--- src/rtl/bus_enable_sync_rx.sv ---
// bus_enable_sync_rx: captures a source-held bus on the synchronized rising edge of bus_enable into a 2-entry valid/ready buffer.
// Optional macro BUS_SYNC_PARITY_EN adds even-parity screening (unsync_parity in, sticky parity_err out).
module bus_enable_sync_rx #(
    parameter int DATA_WIDTH     = 8,
    parameter int NUM_STAGES     = 2,
    parameter int DROP_CNT_WIDTH = 8
) (
    input  logic                      clk,
    input  logic                      rst,
    input  logic [DATA_WIDTH-1:0]     unsync_bus,
    input  logic                      bus_enable,
`ifdef BUS_SYNC_PARITY_EN
    input  logic                      unsync_parity,
    output logic                      parity_err,
`endif
    output logic [DATA_WIDTH-1:0]     sync_bus,
    output logic                      sync_valid,
    input  logic                      sync_ready,
    output logic                      enable_pulse,
    output logic                      overrun,
    output logic [DROP_CNT_WIDTH-1:0] drop_cnt,
    input  logic                      clr_stats
);
    logic [NUM_STAGES-1:0] sync;
    logic                  prev, rise, par_ok, pop, push, drop;
    logic [DATA_WIDTH-1:0] mem [2];
    logic [DATA_WIDTH-1:0] last;
    logic                  wr_ptr, rd_ptr;
    logic [1:0]            count;
    always_ff @(posedge clk or negedge rst) begin
        if (!rst) begin
            sync <= '0;
            prev <= 1'b0;
        end else begin
            sync <= {sync[NUM_STAGES-2:0], bus_enable};
            prev <= sync[NUM_STAGES-1];
        end
    end
`ifdef BUS_SYNC_PARITY_EN
    assign par_ok = (^unsync_bus) == unsync_parity;
`else
    assign par_ok = 1'b1;
`endif
    always_comb begin
        rise       = sync[NUM_STAGES-1] & ~prev;
        sync_valid = count != 2'd0;
        pop        = sync_valid & sync_ready;
        push       = rise & par_ok & ((count != 2'd2) | pop);
        drop       = rise & par_ok & (count == 2'd2) & ~pop;
        // An empty buffer keeps showing the word most recently at the head.
        sync_bus   = sync_valid ? mem[rd_ptr] : last;
    end
    always_ff @(posedge clk or negedge rst) begin
        if (!rst) begin
            mem[0]       <= '0;
            mem[1]       <= '0;
            last         <= '0;
            wr_ptr       <= 1'b0;
            rd_ptr       <= 1'b0;
            count        <= 2'd0;
            enable_pulse <= 1'b0;
        end else begin
            if (push)
                mem[wr_ptr] <= unsync_bus;
            last         <= sync_bus;
            wr_ptr       <= wr_ptr ^ push;
            rd_ptr       <= rd_ptr ^ pop;
            count        <= count + {1'b0, push} - {1'b0, pop};
            enable_pulse <= rise;
        end
    end
    // A drop coinciding with clr_stats leaves a fresh count of one.
    always_ff @(posedge clk or negedge rst) begin
        if (!rst) begin
            overrun  <= 1'b0;
            drop_cnt <= '0;
        end else begin
            overrun  <= drop | (overrun & ~clr_stats);
            drop_cnt <= drop ? (clr_stats ? DROP_CNT_WIDTH'(1) :
                                (&drop_cnt ? drop_cnt : drop_cnt + DROP_CNT_WIDTH'(1)))
                             : (clr_stats ? '0 : drop_cnt);
        end
    end
`ifdef BUS_SYNC_PARITY_EN
    always_ff @(posedge clk or negedge rst) begin
        if (!rst)
            parity_err <= 1'b0;
        else
            parity_err <= (rise & ~par_ok) | (parity_err & ~clr_stats);
    end
`endif
endmodule

--- config.mk ---
export PLATFORM = sky130hd
export DESIGN_NAME = bus_enable_sync_rx
export DESIGN_NICKNAME = d
export VERILOG_FILES = /design/src/rtl/bus_enable_sync_rx.sv
export SDC_FILE = /design/constraint.sdc
export NUM_CORES = 1
export LEC_CHECK = 0
export BUFFER_PORTS_ARGS = -buffer_cell sky130_fd_sc_hd__clkbuf_2
export CORE_MARGIN = 2
export CORE_UTILIZATION = 58
export CTS_CLUSTER_SIZE = 10
export DETAILED_ROUTE_END_ITERATION = 6
export PLACE_DENSITY_LB_ADDON = 0.1
export SLEW_MARGIN = 20
export SYNTH_ARGS = -nofsm -noshare
export SYNTH_HDL_FRONTEND = slang
export SYNTH_SLANG_ARGS = --single-unit
--- constraint.sdc ---
create_clock -name clk -period 3 [get_ports clk]
set_input_delay 0 -clock clk [delete_from_list [all_inputs] [get_ports clk]]
set_output_delay 0 -clock clk [all_outputs]
set_load 0.005 [all_outputs]
# ---- Word-level counts from Yosys, hierarchy flattened
# Index checks and enable logic that the tools add are counted.
dict set report op_classes {
  n_eq_ne 3
  n_bitwise 15
  n_addsub 3
  n_lt_le_gt_ge 3
  n_mux 11
  n_reduce_logical 5
}
# cell n
set op_table {}
lappend op_table {{$mux 8} 9}
lappend op_table {{$bwmux 16} 1}
lappend op_table {{$add 8x1->8 const B} 1}
lappend op_table {{$demux 8 s1} 1}
lappend op_table {{$reduce_and 8->1} 1}
lappend op_table {{$and 1x1->1} 6}
lappend op_table {{$ge 2x2->1 const B} 2}
lappend op_table {{$ne 2x2->1 const B} 2}
lappend op_table {{$not 1->2} 2}
lappend op_table {{$reduce_bool 2->1} 2}
lappend op_table {{$not 1->1} 3}
lappend op_table {{$add 2x1->2} 1}
lappend op_table {{$eq 2x2->1 const B} 1}
lappend op_table {{$lt 2x1->1 const B} 1}
lappend op_table {{$or 1x1->1} 2}
lappend op_table {{$reduce_and 2->1} 1}
lappend op_table {{$sub 2x1->2} 1}
lappend op_table {{$xor 1x1->1} 2}
lappend op_table {{$logic_and 1x1->1} 1}
dict set report totals {
  output_inout_bits 19
  regBits 41
  in_bits 13
}

# ---- Logic depth before layout (Yosys ltp)
dict set report depth {
  word_depth 6
  depth_mapped 5
  mapped_depth_nobuf 5
}

# ---- Least setup slack after synthesis
# No wires, ideal clock.
dict set report synth_timing {
  path_type {flip-flop to flip-flop}
  start {reg drop_cnt[0]}
  end {reg drop_cnt[5]}
  required_ns 2.922
  arrival_ns 1.555
  setup_slack_ns 1.367
  path_stages_with_launch 6
  setup_time_ns 0.078
  path_cell_list {dfrtp_1 > ha_1 > nand3_1 > o211ai_4 > or4_1 > a21oi_1}
}
dict set report synth_via {
  elab_chain_cells 4
}
# item line_no
set synth_rtl {}
lappend synth_rtl {{start: declaration} 21} ;# output logic [DROP_CNT_WIDTH-1:0] drop_cnt,
lappend synth_rtl {{start signal: assignment} 79} ;# drop_cnt <= drop ? (clr_stats ? DROP_CNT_WIDTH'(1) :
lappend synth_rtl {{$add 8x1->8} 80} ;# (&drop_cnt ? drop_cnt : drop_cnt + DROP_CNT_WIDTH'(1)))
lappend synth_rtl {{$mux 8} 80}
lappend synth_rtl {{$mux 8 (2 in series)} 79}
# Several ways; a longest one is shown, not always the timed one. The select of a mux whose other input is x is not followed.
# A chain may end at the register's enable or synchronous reset.

# ---- Final worst setup path
# Ends and elaborated chain as after synthesis.

==> impl_metrics.json <==
{
  "start_kind": "flop",
  "postCtsSetupRepairBufs": 0,
  "first_pass_iters": 4,
  "io_pins": 32,
  "ant_nets": 0,
  "regArea_um2": 1030,
  "die-height_um": 59.2,
  "ir_drop_mv": 0.499,
  "tns_ps": 0,
  "cts_made_buffers": 5,
  "num_vias": 1209,
  "synthTopCellsByArea": "dfrtp_1 (58%), mux2_2 (10%), mux2i_1 (5.7%), a21oi_1 (4.0%), nor2_1 (3.2%)",
  "die_area_um2": 3500,
  "clock_latency_ps": 340,
  "grt_pass1_vias": 1142,
  "drive_gt1_frac": 0.326,
  "pre_cts_slack_ps": 1240,
  "setup_violations": 0,
  "hpwl_um": 2080,
  "synth_cell_types": 31,
  "first_iter_violations": 56,
  "multiInputGateArea_um2": 702,
  "die_w_um": 59.2,
  "via_per_inst": 5.35,
  "gr-total-overflow": 0,
  "grt_pass1_wl_um": 5100,
  "critPathKind": "reg -> reg",
  "ys_seq_area_frac": 0.581,
  "clock_sinks": 41,
  "synth_cells": 147,
  "cts_max_level": 2,
  "skew_ps": 6.64,
  "place_congestion": 0.721,
  "syn_nets": 162,
  "maxSlewHeadroom": 0.421,
  "cts_tree": "done",
  "worst-slew-pin-transition_ps": 868,
  "rows": 20,
  "grt_usage": 0.197,
  "synth_area_um2": 1770,
  "timing.fmax_mhz": 563,
  "post_drt_wl_per_cell_um": 13.6,
  "syn_to_final_growth_pct": 20.6,
  "yosysTopAreaCell": "dfrtp_1",
  "grt_max_degree": 42,
  "power_leakage_nw": 1.02,
  "arrival_ps": 2050,
  "clk_pin_slew_ps": 120,
  "synth_top_area_share": 0.581,
  "n_antenna_cell": 0,
  "fin_nets": 207,
  "worstPathRequired_ps": 3280,
  "hold_class": "in -> async",
  "drc": 0,
  "r2r_slack_ps": 1220,
  "fillCellCount": 221,
  "root_buffer": "clkbuf_4",
  "post-route-min-period_ps": 1780,
  "finalCritPeriodShare": 0.592,
  "antenna_found_initial": 0,
  "initial_core_util": 0.593,
  "cts_resized": 0,
  "maxCapViolCount": 0,
  "ys_seq_elements": 41,
  "synth_area_per_cell_um2": 12.0,
  "power_density_nw_per_um2": 807,
  "postCtsHoldBufs": 12,
  "port_buffers": 31,
  "cts_max_path_buffers": 2,
  "finalMaxSlewViolations": 0,
  "cp_max_fo": 8,
  "core-area_um2": 2980,
  "outcome": "finished, final reports clean",
  "worst_slack_ps": 1220,
  "rsz0062_at_grt": "no",
  "cp-end-kind": "flop",
  "power.total_mw": 1.72,
  "wirelength_um": 3070,
  "yosysWarnings": 0,
  "finalHoldViolCount": 0
}
## kinds of logic after synthesis
kind of cell	synth area share
simple gates	0.131
flops	0.581
compound gates	0.0836
fa+ha+maj	0.0142
xor+xnor	0.00992
mux	0.159
buf+inv	0.0213
## routing by layer
metal	share of wire	track usage
met5	0	0
met4	0.017	0.0942
met3	0.027	0.0480
met2	0.48	0.310
met1	0.47	0.259
## cell type report
cell class | instances | area share
flip-flops and latches | 41 | 0.482
multi-input cells | 96 | 0.330
repair buffers | 43 | 0.129
clock buffers | 6 | 0.0241
well taps | 33 | 0.0194
inverters | 5 | 0.00882
clock inverters | 2 | 0.00647
## stage by stage
| stage | area (um^2) | cells | util | hold WS (ps) |
|---|---|---|---|---|
| 6_report | 2130 | 226 | 0.715 | 295 |
| 5_1_grt | 2130 | 226 | 0.715 | 296 |
| 4_1_cts | 2130 | 226 | 0.715 | 283 |
| 3_5_place_dp | 1940 | 206 | 0.653 | 110 |
| 3_3_place_gp | 1940 | 206 | 0.653 | 110 |
| 2_1_floorplan | 1770 | 147 | - | -296 |
## registers in the layout, summed over array words and instances (netlist names)
register,flops
overrun,1
last,8
wr_ptr,1
sync,2
drop_cnt,8
mem,16
prev,1
rd_ptr,1
count,2
enable_pulse,1
## report_power, final
part / switching, mW / internal (mW) / leakage, nW
logic: 0.255 / 0.301 / 0.476
registers: 0.123 / 0.748 / 0.503
clock network: 0.176 / 0.114 / 0.0382
## final timing paths
path                                          from                       to  depth (start not counted)
max                        drop_cnt[0]$_DFFE_PN0P_  drop_cnt[5]$_DFFE_PN0P_                          5
min                                            rst        sync[1]$_DFF_PN0_                          2
max reg2reg                drop_cnt[0]$_DFFE_PN0P_  drop_cnt[5]$_DFFE_PN0P_                          5
min reg2reg                      sync[0]$_DFF_PN0_        sync[1]$_DFF_PN0_                          0
max in group asynchronous                      rst        last[5]$_DFF_PN0_                          2
min in group clk                        bus_enable        sync[0]$_DFF_PN0_                          2
## critical path, cell delays in order, from the launching register on
cell and delay (ps):
dfrtp_1 460, ha_1 290, nand3_1 190, o211ai_4 140, or4_1 490, a21oi_1 150
## cell usage after synthesis
cell       count
nor4b_1        1
o21ai_0        3
nand4_1        2
or2_2          1
clkbuf_1       3
o21bai_1       1
nand2b_1       3
or4_1          1
or3_2          2
buf_1          2
and3_1         1
o2111ai_1      1
mux2_2        16
a21oi_1       14
nand3_1        4
nor3b_4        1
inv_1          5
xor2_1         1
and3_2         2
nor2_1        15
o211ai_4       1
nand2_1        6
xnor2_1        1
and4_1         1
ha_1           2
o31ai_1        1
dfrtp_1       41
a41oi_1        1
mux2i_1       10
nor3_1         3
a31o_2         1
## layout by cell type (no fill, tap or decap)
cell           count
clkinv_4           1
a31o_2             1
o31ai_1            1
nand4_1            2
clkinv_2           1
xor2_1             1
nor3_1             3
o2111ai_1          1
or4_1              1
dfrtp_1           41
ha_1               2
nor2_1            15
mux2_2            16
clkbuf_8           1
nand2_1            6
a21oi_1           14
nand2b_1           3
o211ai_4           1
clkbuf_4           5
nor3b_4            1
and3_2             2
nor4b_1            1
or2_2              1
or3_2              2
clkbuf_2          30
nand3_1            4
dlygate4sd3_1     12
mux2i_1           10
and3_1             1
o21ai_0            3
inv_1              5
buf_2              1
and4_1             1
xnor2_1            1
o21bai_1           1
a41oi_1            1
Power figures use the tool's default switching activity.
